`src/rtl/cp0_exc_ctrl.sv`:
```
// Sequencer/arbiter for the single CP0 write port: exceptions, timer interrupt and MTC0.
// Optional macro CP0_EXL_EN adds the exl input (nested-exception EPC preservation, interrupt gating).
module cp0_exc_ctrl #(
  parameter logic [31:0] EXC_VECTOR       = 32'hBFC0_0380,
  parameter logic [4:0]  CP0_EPC_ADDR     = 5'd14,
  parameter logic [4:0]  CP0_CAUSE_ADDR   = 5'd13,
  parameter logic [4:0]  CP0_BADV_ADDR    = 5'd8,
  parameter logic [4:0]  CP0_COMPARE_ADDR = 5'd11
) (
  input  logic        clk,
  input  logic        rst_n,
`ifdef CP0_EXL_EN
  input  logic        exl,
`endif
  input  logic        exc_req,
  input  logic [4:0]  exc_code,
  input  logic [31:0] exc_pc,
  input  logic        exc_bd,
  input  logic [31:0] exc_badva,
  output logic        exc_ack,
  input  logic [31:0] int_pc,
  input  logic        timer_int,
  input  logic        mtc0_req,
  input  logic [4:0]  mtc0_addr,
  input  logic [31:0] mtc0_data,
  output logic        mtc0_ack,
  output logic        cp0_wen,
  output logic [4:0]  cp0_waddr,
  output logic [31:0] cp0_wdata,
  output logic        flush,
  output logic [31:0] redirect_pc,
  output logic        busy
);

  // Handshake: a request is accepted in the cycle its ack is 1; requesters hold
  // req and payload stable until then, and may drop or replace them on the next edge.
  typedef enum logic [2:0] {
    S_IDLE, S_MTC0, S_W_EPC, S_W_CAUSE, S_W_BADV, S_REDIRECT
  } state_t;

  state_t      state;
  logic [4:0]  code_q;
  logic [31:0] pc_q;
  logic        bd_q;
  logic [31:0] badva_q;
  logic        tint_q;
  logic        int_mask;
  logic        exl_blk;
  logic        idle;
  logic        int_take;

`ifdef CP0_EXL_EN
  assign exl_blk = exl;
`else
  assign exl_blk = 1'b0;
`endif

  assign idle     = (state == S_IDLE);
  assign int_take = timer_int & ~int_mask & ~exl_blk;
  assign exc_ack  = idle & exc_req;
  assign mtc0_ack = idle & mtc0_req & ~exc_req & ~int_take;
  assign busy     = ~idle;

  function automatic logic [31:0] cause_word(input logic bd, input logic tint,
                                             input logic [4:0] code);
    logic [31:0] w;
    w       = '0;
    w[31]   = bd;
    w[15]   = tint;
    w[6:2]  = code;
    return w;
  endfunction

  function automatic logic [31:0] epc_word(input logic bd, input logic [31:0] pc);
    return bd ? pc - 32'd4 : pc;
  endfunction

  function automatic logic needs_badv(input logic [4:0] code);
    return (code == 5'd4) || (code == 5'd5);
  endfunction

  always_ff @(posedge clk or negedge rst_n) begin
    if (!rst_n) begin
      state       <= S_IDLE;
      code_q      <= '0;
      pc_q        <= '0;
      bd_q        <= 1'b0;
      badva_q     <= '0;
      tint_q      <= 1'b0;
      int_mask    <= 1'b0;
      cp0_wen     <= 1'b0;
      cp0_waddr   <= '0;
      cp0_wdata   <= '0;
      flush       <= 1'b0;
      redirect_pc <= '0;
    end else begin
      cp0_wen     <= 1'b0;
      cp0_waddr   <= '0;
      cp0_wdata   <= '0;
      flush       <= 1'b0;
      redirect_pc <= '0;
      case (state)
        S_IDLE: begin
          if (exc_req) begin
            code_q  <= exc_code;
            pc_q    <= exc_pc;
            bd_q    <= exc_bd;
            badva_q <= exc_badva;
            tint_q  <= timer_int;
            cp0_wen <= 1'b1;
            if (exl_blk) begin
              // Nested exception: EPC keeps the outer handler's return address.
              state     <= S_W_CAUSE;
              cp0_waddr <= CP0_CAUSE_ADDR;
              cp0_wdata <= cause_word(exc_bd, timer_int, exc_code);
            end else begin
              state     <= S_W_EPC;
              cp0_waddr <= CP0_EPC_ADDR;
              cp0_wdata <= epc_word(exc_bd, exc_pc);
            end
          end else if (int_take) begin
            code_q    <= 5'd0;
            pc_q      <= int_pc;
            bd_q      <= 1'b0;
            badva_q   <= '0;
            tint_q    <= 1'b1;
            int_mask  <= 1'b1;
            state     <= S_W_EPC;
            cp0_wen   <= 1'b1;
            cp0_waddr <= CP0_EPC_ADDR;
            cp0_wdata <= int_pc;
          end else if (mtc0_req) begin
            state     <= S_MTC0;
            cp0_wen   <= 1'b1;
            cp0_waddr <= mtc0_addr;
            cp0_wdata <= mtc0_data;
          end
        end
        S_MTC0: begin
          // Writing Compare acknowledges the timer, so the interrupt may be taken again.
          if (cp0_waddr == CP0_COMPARE_ADDR) int_mask <= 1'b0;
          state <= S_IDLE;
        end
        S_W_EPC: begin
          state     <= S_W_CAUSE;
          cp0_wen   <= 1'b1;
          cp0_waddr <= CP0_CAUSE_ADDR;
          cp0_wdata <= cause_word(bd_q, tint_q, code_q);
        end
        S_W_CAUSE: begin
          if (needs_badv(code_q)) begin
            state     <= S_W_BADV;
            cp0_wen   <= 1'b1;
            cp0_waddr <= CP0_BADV_ADDR;
            cp0_wdata <= badva_q;
          end else begin
            state       <= S_REDIRECT;
            flush       <= 1'b1;
            redirect_pc <= EXC_VECTOR;
          end
        end
        S_W_BADV: begin
          state       <= S_REDIRECT;
          flush       <= 1'b1;
          redirect_pc <= EXC_VECTOR;
        end
        S_REDIRECT: state <= S_IDLE;
        default:    state <= S_IDLE;
      endcase
    end
  end

endmodule

```
`config.mk`:
```
export PLATFORM = sky130hd
export DESIGN_NAME = cp0_exc_ctrl
export DESIGN_NICKNAME = d
export VERILOG_FILES = /design/src/rtl/cp0_exc_ctrl.sv
export SDC_FILE = /design/constraint.sdc
export NUM_CORES = 1
export LEC_CHECK = 0
export ABC_CLOCK_PERIOD_IN_PS = 3300
export CAP_MARGIN = 20
export CORE_MARGIN = 2
export CORE_UTILIZATION = 45
export CTS_CLUSTER_DIAMETER = 30
export CTS_CLUSTER_SIZE = 30
export DETAILED_ROUTE_END_ITERATION = 8
export PLACE_DENSITY = 0.86
export SLEW_MARGIN = 5
export SYNTH_ARGS = -nofsm -noshare
export SYNTH_HDL_FRONTEND = slang
export SYNTH_SLANG_ARGS = --single-unit
```
`constraint.sdc`:
```
create_clock -name clk -period 3.3 [get_ports clk]
set_input_delay 0.66 -clock clk [delete_from_list [all_inputs] [get_ports clk]]
set_output_delay 0.66 -clock clk [all_outputs]
set_load 0.1 [all_outputs]
```
==> flow_metrics.py, run 1 <==
metrics = {
    "status": {
        "outcome": "complete, no violations",
    },
    "global_routing": {
        "antenna_found_initial": 0,
        "overflow": 0,
        "grt_start_max_net_pins": 83,
        "grt_first_pass_wirelength_um": 25300,
        "grt_use_total_pct": 28.9,
        "grt_pass1_vias": 4760,
    },
    "timing": {
        "finalHoldViolations": 0,
        "final.setup.worst_slack_ps": 516,
        "setup_viol": 0,
        "tns_ps": 0,
        "rsz0062_at_grt": "no",
        "period_needed_ps": 2780,
        "finalCritPeriodShare_pct": 84.4,
        "slew_viol_final": 0,
        "max_freq_ghz": 0.359,
        "relSlewSlack_pct": 42.2,
        "tightest_slew_ps": 865,
        "skew_ps": 12.1,
    },
    "pwr": {
        "ir_drop_uv": 713,
        "swShare_pct": 54.2,
        "cellInternalPower_uw": 2780,
        "clock_power_share_pct": 13.8,
        "sequentialPowerShare_pct": 27.3,
        "p_sw_uw": 3280,
        "power-per-cell-area_mw_per_mm2": 898,
        "pwr-share-comb_pct": 58.9,
        "leakagePower_uw": 0.00293,
    },
    "synthesis": {
        "async_flop_share_pct": 100,
        "synth_compound_area_share_pct": 23.2,
        "synth_seq_area_share_pct": 43.7,
        "synth_top_cell_by_area": "dfrtp_1",
        "synthAdderAreaFrac_pct": 0.266,
        "synth_xor_area_share_pct": 3.73,
        "netlist_instances": 494,
        "yosys-top-cells-area": "dfrtp_1 (44%), a22o_1 (7.5%), buf_4 (5.1%), a21oi_1 (4.7%), nand2_1 (3.2%)",
        "synth_ff_type": "dfrtp_1",
        "synth_top_family_by_area": "compound AO/OA/AOI/OAI gates",
        "synth_top_area_share_pct": 43.7,
        "yosys_warnings": 0,
        "synth.mux.area_fraction_pct": 0,
        "synthSimpleGateAreaFrac_pct": 18.5,
        "synth_seq_cells": 82,
        "ys_types": 62,
        "synth_area_mm2": 0.00470,
        "synth_edf_count": 0,
        "synth_area_per_cell_um2": 9.51,
    },
    "cts": {
        "cts_setup_buffers": 0,
        "cts_tree": "yes",
        "cts_resized": 0,
        "ctsRootBufferMaster": "clkbuf_8",
        "postCtsHoldBufs": 0,
        "clkSinkCount": 82,
        "clock_latency_ps": 360,
        "cts_inserted_buffers": 9,
        "clk_pin_slew_ps": 80,
        "cts_max_level": 3,
        "clk_path_buf_depth": 2,
    },
    "finish": {
        "area_delta_synth_final_pct": 43.7,
        "diodes": 0,
        "final.fill_count": 837,
        "drive_gt1_share_pct": 15.4,
        "nets": 816,
        "layout.area.seq_mm2": 0.00205,
        "multi_input_area_mm2": 0.00224,
    },
    "detailed_routing": {
        "drt_wl_total_um": 16300,
        "drc_errors": 0,
        "initialDrtViolationCount": 388,
        "wl_per_cell_um": 20.1,
        "drt-pass1-iter-count": 6,
        "ant_nets": 0,
        "vias": 4754,
        "via_per_inst": 5.85,
    },
    "worst_setup_path": {
        "startpoint_type": "input pin",
        "path_depth": 5,
        "max_stage_delay_ps": 490,
        "cpLargestDelayFamily": "simple AND/OR/NAND/NOR gates",
        "crit_buf_inv": 2,
        "startpoint": "timer_int",
        "regToRegEndpoint": "cp0_wdata[31]$_DFF_PN0_",
        "crit_slowest_cell": "clkdlybuf4s50_1",
        "cp-endpoint": "mtc0_ack",
        "r2r_cells": 7,
        "worstPathRequired_ps": 2640,
        "critPathMaxFanout": 5,
        "timing.setup.critical_path_class": "input pin to output pin",
        "cp.arrival_ps": 2120,
        "r2r_slack_ps": 980,
        "worstPathCellList": "clkdlybuf4s50_1, nor2b_4, nor2_1, and3_1, buf_12",
        "critPathCaptureType": "output pin",
        "reg2reg_from": "state[2]$_DFFE_PN0P_",
    },
    "die": {
        "die_h_um": 106,
        "rows": 37,
        "initial_utilization_pct": 45.9,
        "ios": 218,
        "design.core.area_mm2": 0.0102,
        "dieArea_mm2": 0.0113,
        "die_w_um": 106,
    },
    "placed_design": {
        "hpwl_um": 11800,
        "pre_cts_ws_ps": 486,
        "port_buffers": 197,
        "gp_congestion": 0.928,
    },
    "worst_hold_path": {
        "hold_path.class": "input pin to asynchronous set/reset pin",
    },
    "job": {
        "maxCapViolations": 0,
    },
}
==> per-stage QoR <==
stage / cell area [um2] / utilization, % / instances / power, uW / hold WS (ps)
after floorplan: 4770 / - / 513 / 4320 / 364
after global placement: 6490 / 63.5 / 795 / 5160 / 469
after detailed placement: 6490 / 63.5 / 795 / 5220 / 482
after CTS: 6720 / 65.7 / 811 / 6060 / 504
after global routing: 6750 / 66.0 / 812 / 6310 / 231
final: 6750 / 66.0 / 812 / 6060 / 224
==> registers in the layout, indices dropped and copies added (netlist names) <==
register and cells:
redirect_pc 1, code_q 5, cp0_waddr 5, state 3, bd_q 1, tint_q 1, int_mask 1, cp0_wen 1
badva_q 32, cp0_wdata 32
==> area by class of cell <==
cell class	instances	area share [%]
Inverter	9	0.501
Clock inverter	7	1.52
Tap cell	136	2.52
Timing Repair Buffer	215	30.0
Sequential cell	82	30.4
Clock buffer	9	1.84
Multi-Input combinational cell	354	33.3
==> worst min path at each step <==
| stage | endpoint | slack [ps] | from |
|---|---|---|---|
| after detailed placement | badva_q[23]$_DFFE_PN0P_ | 480 | badva_q[23]$_DFFE_PN0P_ |
| after global placement | cp0_wdata[0]$_DFF_PN0_ | 470 | badva_q[0]$_DFFE_PN0P_ |
| final | cp0_wdata[1]$_DFF_PN0_ | 220 | rst_n |
| after global routing | badva_q[21]$_DFFE_PN0P_ | 230 | rst_n |
| after floorplan | badva_q[0]$_DFFE_PN0P_ | 360 | rst_n |
| after CTS | cp0_wdata[8]$_DFF_PN0_ | 500 | badva_q[8]$_DFFE_PN0P_ |
==> worst reg2reg max path, stage by stage (launching register included) <==
cell	delay (ps)
dfrtp_1	440
nor3_2	640
nand2_1	170
inv_1	160
buf_4	460
nand2_1	110
a31o_2	220
nand2_1	60
==> cells in the final DEF (no fill, tap or decap), drive strengths merged, types with 3 or more instances in the layout <==
cell and instances:
a31oi 6, nor3 12, a22oi 3, xor2 11, or3 11, clkinv 3
nor2 11, and3 13, clkbuf 9, nor3b 3, nor4 14, a211o 5
or4 4, clkdlybuf4s50 141, and4 4, o31ai 4, conb 20, xnor2 9
o21ai 28, nand2b 4, nor2b 4, inv 10, a21oi 44, a211oi 9
dfrtp 82, nand3 24, buf 74, a22o 40, nand4 3, nand2 40
a32o 5
==> routing by layer <==
layer	GRT usage (%)	vias to the layer above	share of wire (%)	wire, um
met4	9.68	0	2.0	325
met2	47.5	297	48	7810
met1	36.0	2289	40	6520
met3	9.26	30	10	1660
met5	0	-	0	0
li1	-	2138	-	-
==> power groups by stage <==
| stage | registers (uW) | logic [uW] | clock network, uW |
|---|---|---|---|
| after floorplan | 2910 | 1410 | 0 |
| after global placement | 1660 | 3500 | 0 |
| after detailed placement | 1670 | 3550 | 0 |
| after CTS | 1650 | 3560 | 846 |
| after global routing | 1700 | 3710 | 894 |
| final | 1660 | 3570 | 837 |
==> cells by family (layout without fill, tap and decap cells) <==
group | Yosys count | in the layout
flip-flops | 82 | 82
AO/OA/AOI/OAI | 158 | 158
adder cells (fa/ha/maj) | 1 | 1
AND/OR/NAND/NOR | 155 | 155
XOR/XNOR | 20 | 20
other | 1 | 20
buffers and inverters | 77 | 240
==> synth_stat cells (all sizes together) (2+ instances only) <==
cell type and n:
and3b 2, and4 4, clkbuf 31, buf 36
o31a 2, xnor2 9, nand2b 4, a32o 5
nor3 12, nand4 3, nor3b 3, nand3 24
nor4 14, inv 9, and3 13, and2 2
or3 11, nor2 11, dfrtp 82, or4 4
a21oi 44, nand2 40, nor2b 4, a22o 40
nor4b 2, a221o 2, o21ai 28, xor2 11
o31ai 4, a211oi 9, a211o 5, a22oi 3
a31oi 6
(Power assumes the default switching activity.)
==> run 2: changes to the inputs <==
--- a/config.mk
+++ b/config.mk
@@ -5,14 +5,14 @@
 export SDC_FILE = /design/constraint.sdc
 export NUM_CORES = 1
 export LEC_CHECK = 0
-export ABC_CLOCK_PERIOD_IN_PS = 3300
+export ABC_CLOCK_PERIOD_IN_PS = 2350
 export CAP_MARGIN = 20
 export CORE_MARGIN = 2
-export CORE_UTILIZATION = 45
+export CORE_UTILIZATION = 38
 export CTS_CLUSTER_DIAMETER = 30
 export CTS_CLUSTER_SIZE = 30
 export DETAILED_ROUTE_END_ITERATION = 8
-export PLACE_DENSITY = 0.86
+export PLACE_DENSITY = 0.78
 export SLEW_MARGIN = 5
 export SYNTH_ARGS = -nofsm -noshare
 export SYNTH_HDL_FRONTEND = slang
==> constraint.sdc (replaced) <==
create_clock -name clk -period 2.35 [get_ports clk]
set_input_delay 0.47 -clock clk [delete_from_list [all_inputs] [get_ports clk]]
set_output_delay 0.47 -clock clk [all_outputs]
set_load 0.1 [all_outputs]
==> run 2 against run 1 <==
Effect of this change: critical path depth unchanged; flip-flop and latch count unchanged; combinational power increased by 44%; design area is 8.8% higher; register-to-register slack got worse by 460 ps.
==> flow_metrics.py, run 2 (synthesis results as in run 1) <==
metrics = {
    "detailed_routing": {
        "highest_layer": "met4",
        "vias": 4780,
        "drt_wl_total_um": 16900,
        "ant_nets": 0,
        "wl_met2_um": 8300,
        "via_per_inst": 5.29,
        "wl_per_cell_um": 18.7,
        "wl_met3_um": 1410,
        "initialDrtViolationCount": 287,
        "drt-met1-wl_um": 6870,
        "drt-pass1-iter-count": 5,
        "drc_errors": 0,
    },
    "cts": {
        "cts_inserted_buffers": 9,
        "clk_path_buf_depth": 2,
        "cts_setup_buffers": 0,
        "cts_resized": 0,
        "cts_max_level": 3,
        "postCtsHoldBufs": 0,
        "clock_latency_ps": 340,
        "clkSinkCount": 82,
        "cts_tree": "yes",
        "clk_pin_slew_ps": 60,
        "ctsRootBufferMaster": "clkbuf_16",
    },
    "worst_setup_path": {
        "r2r_slack_ps": 520,
        "cp.arrival_ps": 1770,
        "r2r_cells": 6,
        "regToRegEndpoint": "cp0_wdata[4]$_DFF_PN0_",
        "critPathCaptureType": "output pin",
        "reg2reg_from": "int_mask$_DFFE_PN0P_",
        "critPathMaxFanout": 5,
        "worstPathRequired_ps": 1880,
        "timing.setup.critical_path_class": "input pin to output pin",
        "startpoint_type": "input pin",
    },
    "die": {
        "initial_utilization_pct": 38.9,
        "die_w_um": 115,
        "ios": 218,
        "die_h_um": 115,
        "design.core.area_mm2": 0.0121,
        "rows": 40,
        "dieArea_mm2": 0.0133,
    },
    "worst_hold_path": {
        "hold_path.class": "input pin to asynchronous set/reset pin",
    },
    "timing": {
        "rsz0062_at_grt": "no",
        "finalCritPeriodShare_pct": 95.5,
        "relSlewSlack_pct": 62.4,
        "skew_ps": 5.82,
        "setup_viol": 0,
        "max_freq_ghz": 0.446,
        "tightest_slew_ps": 564,
        "final.setup.worst_slack_ps": 106,
        "finalHoldViolations": 0,
        "period_needed_ps": 2240,
        "slew_viol_final": 0,
    },
    "global_routing": {
        "grt_start_max_net_pins": 43,
        "grt_pass1_vias": 4823,
        "overflow": 0,
        "antenna_found_initial": 0,
        "grt_use_total_pct": 25.5,
        "grt_first_pass_wirelength_um": 25600,
    },
    "placed_design": {
        "place_area_mm2": 0.00702,
        "pre_cts_ws_ps": -191,
        "hpwl_um": 12800,
        "port_buffers": 197,
        "gp_congestion": 0.902,
    },
    "finish": {
        "nets": 875,
        "final_util_pct": 60.9,
        "fin_area_mm2": 0.00735,
        "area_delta_synth_final_pct": 56.4,
        "final_common_cell": "clkdlybuf4s50_1",
        "drive_gt1_share_pct": 22.3,
        "layout_common_cells": "clkdlybuf4s50_1 (141), buf_4 (126), dfrtp_1 (82)",
        "diodes": 0,
        "reg_top3": "badva_q: 32 flops, cp0_wdata: 32 flops",
    },
    "pwr": {
        "pwr-share-comb_pct": 57.1,
        "sequentialPowerShare_pct": 26.0,
        "clock_power_share_pct": 16.9,
        "ir_drop_uv": 577,
        "leakagePower_uw": 0.00327,
        "cellInternalPower_uw": 4350,
        "swShare_pct": 51.7,
        "power-per-cell-area_mw_per_mm2": 1230,
        "p_sw_uw": 4650,
    },
    "job": {
        "maxCapViolations": 0,
    },
    "status": {
        "outcome": "complete, no violations",
    },
}
run 2: area by class of cell:
class / count / area (um2)
clock buffers: 9 / 225
well taps: 168 / 210
inverters: 9 / 33.8
multi-input cells: 354 / 2250
fillers: 1034 / 4720
clock inverters: 7 / 91.3
flip-flops and latches: 82 / 2050
repair buffers: 274 / 2480
run 2: worst max-delay path by stage:
stage | to | start | slack, ps | depth (start not counted)
after floorplan | mtc0_ack | state[0]$_DFFE_PN0P_ | 20 | 4
after global placement | cp0_wdata[26]$_DFF_PN0_ | exc_pc[13] | -160 | 7
after detailed placement | cp0_wdata[25]$_DFF_PN0_ | exc_pc[23] | -190 | 6
after CTS | mtc0_ack | timer_int | 120 | 5
after global routing | cp0_wdata[22]$_DFF_PN0_ | exc_pc[2] | 40 | 10
final | mtc0_ack | timer_int | 110 | 5
run 2: metrics by stage:
| step | hold WS [ps] | setup TNS, ps | total power (uW) | cells |
|---|---|---|---|---|
| 3_5_place_dp | 480 | -2130 | 7500 | 887 |
| 6_report | 118 | 0 | 9000 | 903 |
| 3_3_place_gp | 472 | -1790 | 7420 | 887 |
| 2_1_floorplan | 174 | 0 | 6070 | 513 |
| 5_1_grt | 166 | 0 | 9370 | 903 |
| 4_1_cts | 132 | 0 | 9040 | 903 |
run 2: critical path: stages:
cell	delay, ps
clkdlybuf4s50_1	490
nor2b_4	180
nor2_1	110
and3_1	310
buf_12	210
run 2: routing by layer:
metal	vias up	global-route usage, %
li1	2259	-
met1	2289	31.9
met2	209	43.6
met3	23	5.48
met4	0	9.24
met5	-	0
run 2: power by group through the flow:
stage	Clock (uW)	Combinational (uW)	Sequential, uW
final	1520	5140	2340
after floorplan	0	1990	4080
after global routing	1610	5360	2400
after detailed placement	0	5140	2350
after global placement	0	5080	2340
after CTS	1550	5160	2340
==> run 3: changes to the inputs <==
--- a/config.mk
+++ b/config.mk
@@ -5,10 +5,11 @@
 export SDC_FILE = /design/constraint.sdc
 export NUM_CORES = 1
 export LEC_CHECK = 0
+export ABC_AREA = 1
 export ABC_CLOCK_PERIOD_IN_PS = 2350
 export CAP_MARGIN = 20
 export CORE_MARGIN = 2
-export CORE_UTILIZATION = 38
+export CORE_UTILIZATION = 39
 export CTS_CLUSTER_DIAMETER = 30
 export CTS_CLUSTER_SIZE = 30
 export DETAILED_ROUTE_END_ITERATION = 8
==> run 3 against run 2 <==
Effect of this change: flip-flop and latch count stayed put; first-iteration DRC count is 13% higher; global-route usage is 0.96 points higher; critical path type unchanged; clock power is 13% lower; maximum frequency is 3.2% higher; clock skew is 0.90 ps lower; register-to-register slack worse by 30 ps; die area is 4.6% higher; utilization is 3.3 points lower; largest power group unchanged; design area is 1.1% lower; combinational power is 7.2% higher.
==> flow_metrics.py, run 3 <==
metrics = {
    "detailed_routing": {
        "drc_errors": 0,
        "initialDrtViolationCount": 325,
        "wl_per_cell_um": 17.4,
        "drt-pass1-iter-count": 5,
        "drt_wl_total_um": 18000,
        "ant_nets": 0,
        "vias": 5268,
        "via_per_inst": 5.07,
    },
    "timing": {
        "rsz0062_at_grt": "no",
        "relSlewSlack_pct": 63.1,
        "finalHoldViolations": 0,
        "tightest_slew_ps": 553,
        "period_needed_ps": 2170,
        "max_freq_ghz": 0.460,
        "tns_ps": 0,
        "skew_ps": 4.91,
        "fin_hold_ws_ps": 105,
        "finalCritPeriodShare_pct": 92.5,
        "slew_viol_final": 0,
        "setup_viol": 0,
    },
    "pwr": {
        "power-per-cell-area_mw_per_mm2": 1260,
        "sequentialPowerShare_pct": 25.3,
        "pwr-share-comb_pct": 60.2,
        "ir_drop_uv": 662,
        "leakagePower_uw": 0.00341,
        "cellInternalPower_uw": 4070,
        "clock_power_share_pct": 14.5,
        "swShare_pct": 55.5,
        "p_sw_uw": 5070,
    },
    "cts": {
        "ctsRootBufferMaster": "clkbuf_16",
        "clk_pin_slew_ps": 70,
        "clock_latency_ps": 340,
        "clkSinkCount": 82,
        "clk_path_buf_depth": 2,
        "cts_max_level": 3,
        "cts_tree": "yes",
        "cts_inserted_buffers": 9,
    },
    "finish": {
        "area_delta_synth_final_pct": 43.8,
        "layout_common_cells": "nand2_1 (174), clkdlybuf4s50_1 (142), dfrtp_1 (82)",
        "final_common_cell": "nand2_1",
        "diodes": 0,
        "final.fill_count": 1212,
        "reg_top3": "badva_q: 32 flops, cp0_wdata: 32 flops",
        "nets": 1007,
        "layout.cells.non_filler": 1039,
        "drive_gt1_share_pct": 14.6,
    },
    "worst_setup_path": {
        "reg2reg_from": "state[1]$_DFFE_PN0P_",
        "crit_buf_inv": 3,
        "worstPathCellList": "clkdlybuf4s50_1, inv_2, nor2_8, nor2_4, nand2_1, nor2_2, buf_12",
        "critPathMaxFanout": 5,
        "path_depth": 7,
        "r2r_slack_ps": 490,
        "cp.arrival_ps": 1700,
        "r2r_cells": 9,
        "critPathCaptureType": "output pin",
        "max_stage_delay_ps": 470,
        "crit_slowest_cell": "clkdlybuf4s50_1",
        "worstPathRequired_ps": 1880,
        "cpLargestDelayFamily": "buffers and inverters",
        "regToRegEndpoint": "cp0_wdata[14]$_DFF_PN0_",
        "timing.setup.critical_path_class": "input pin to output pin",
        "startpoint": "timer_int",
        "cp-endpoint": "mtc0_ack",
        "startpoint_type": "input pin",
    },
    "global_routing": {
        "overflow": 0,
        "grt_first_pass_wirelength_um": 28600,
        "grt_use_total_pct": 26.5,
        "grt_pass1_vias": 5337,
        "antenna_found_initial": 0,
        "grt_start_max_net_pins": 46,
    },
    "die": {
        "design.core.area_mm2": 0.0126,
        "die_h_um": 118,
        "rows": 41,
        "initial_utilization_pct": 40.0,
        "dieArea_mm2": 0.0139,
        "ios": 218,
        "die_w_um": 118,
    },
    "synthesis": {
        "synth_top_cell_by_area": "dfrtp_1",
        "synth.mux.area_fraction_pct": 0,
        "synth_ff_type": "dfrtp_1",
        "synth_area_mm2": 0.00505,
        "ys_types": 34,
        "async_flop_share_pct": 100,
        "yosys-top-cells-area": "dfrtp_1 (41%), nand2_1 (13%), nand3_1 (6.6%), buf_4 (5.5%), nor2_1 (4.8%)",
        "synth_xor_area_share_pct": 0,
        "yosysMostFrequentCell": "nand2_1",
        "synth_edf_count": 0,
        "netlist_instances": 673,
        "synth_seq_cells": 82,
        "yosys_warnings": 0,
        "synthAdderAreaFrac_pct": 0.248,
        "synthSimpleGateAreaFrac_pct": 30.4,
        "synth_compound_area_share_pct": 15.6,
        "synth_area_per_cell_um2": 7.51,
        "synth_top_area_share_pct": 40.6,
        "yosys-top-cells-count": "nand2_1 (174), dfrtp_1 (82), nand3_1 (67)",
        "synth_seq_area_share_pct": 40.6,
        "synth_top_family_by_area": "simple AND/OR/NAND/NOR gates",
    },
    "placed_design": {
        "hpwl_um": 13800,
        "gp_congestion": 0.942,
        "port_buffers": 197,
        "dp.cells": 1020,
    },
    "status": {
        "outcome": "complete, no violations",
    },
    "job": {
        "maxCapViolations": 0,
    },
    "worst_hold_path": {
        "hold_path.class": "input pin to asynchronous set/reset pin",
    },
}
[run 3: changes by cell type after synthesis, moves of 21 or more]
cell and change:
inv_1 +53, a21oi_1 -39, nand2_1 +134, nand3_1 +44
nor2_1 +54, a22o_1 -23, clkbuf_1 -25, o21ai_0 +21
[run 3: cell type report]
type / count / area [um2] / share of cell area (%)
timing repair buffer: 216 / 2040 / 28.1
tap: 172 / 215 / 2.96
clock buffer: 11 / 233 / 3.20
inverter: 72 / 275 / 3.79
clock inverter: 5 / 37.5 / 0.517
multi-input combinational: 481 / 2410 / 33.2
sequential: 82 / 2050 / 28.3
[run 3: logic make-up (layout without fill, tap and decap cells)]
| logic type | count (synthesis) | after routing |
|---|---|---|
| AND/OR/NAND/NOR | 340 | 340 |
| buffers and inverters | 129 | 304 |
| AO/OA/AOI/OAI | 120 | 120 |
| flip-flops | 82 | 82 |
| adder cells (fa/ha/maj) | 1 | 1 |
| other | 1 | 20 |
[run 3: routing by layer]
layer / part of all wire, % / vias to the layer above / track usage (%)
met4: 2.1 / 0 / 8.73
met5: 0 / - / 0
met2: 49 / 241 / 45.7
met1: 40 / 2463 / 31.8
li1: - / 2541 / -
met3: 8.4 / 23 / 7.27
[run 3: how the worst min path moves through the flow]
stage                                       start                      end  slack, ps  depth (start not counted)
after floorplan                             rst_n   badva_q[0]$_DFFE_PN0P_        170                          0
after global placement    badva_q[21]$_DFFE_PN0P_  cp0_wdata[21]$_DFF_PN0_        460                          2
after detailed placement  badva_q[17]$_DFFE_PN0P_  cp0_wdata[17]$_DFF_PN0_        470                          2
after CTS                                   rst_n  cp0_wdata[17]$_DFF_PN0_        120                          1
after global routing                        rst_n  cp0_wdata[17]$_DFF_PN0_        130                          1
final                                       rst_n  cp0_wdata[17]$_DFF_PN0_        110                          1
[run 3: worst reg2reg max path, cell delays in order, from the launching register on]
cell and delay [ps]:
dfrtp_1 460, inv_2 80, nand2_4 90, nor2_8 60, inv_6 270, nor2_4 100
inv_2 320, o21ai_0 200, nand2_1 110, o21ai_1 60
[run 3: stage by stage]
step                util (%)  total power [uW]  area, um2  worst slack, ps
floorplan                  -              6410       5120              149
global placement        55.2              7730       6970              101
detailed placement      55.2              7780       6970             41.3
CTS                     57.4              9120       7240             10.8
global route            57.6              9570       7260              114
finish                  57.6              9140       7260              177
[run 3: timing repair]
item,4_1_cts,5_1_grt
setup endpoints to repair,0,1
resized for setup,0,0
buffers inserted,0,3
hold buffers,0,0
[run 3: power by group through the flow]
stage / Combinational [uW] / Clock (uW) / Sequential [uW]
after floorplan: 2220 / 0 / 4180
after global placement: 5410 / 0 / 2310
after detailed placement: 5460 / 0 / 2320
after CTS: 5470 / 1340 / 2310
after global routing: 5780 / 1410 / 2370
final: 5510 / 1330 / 2310
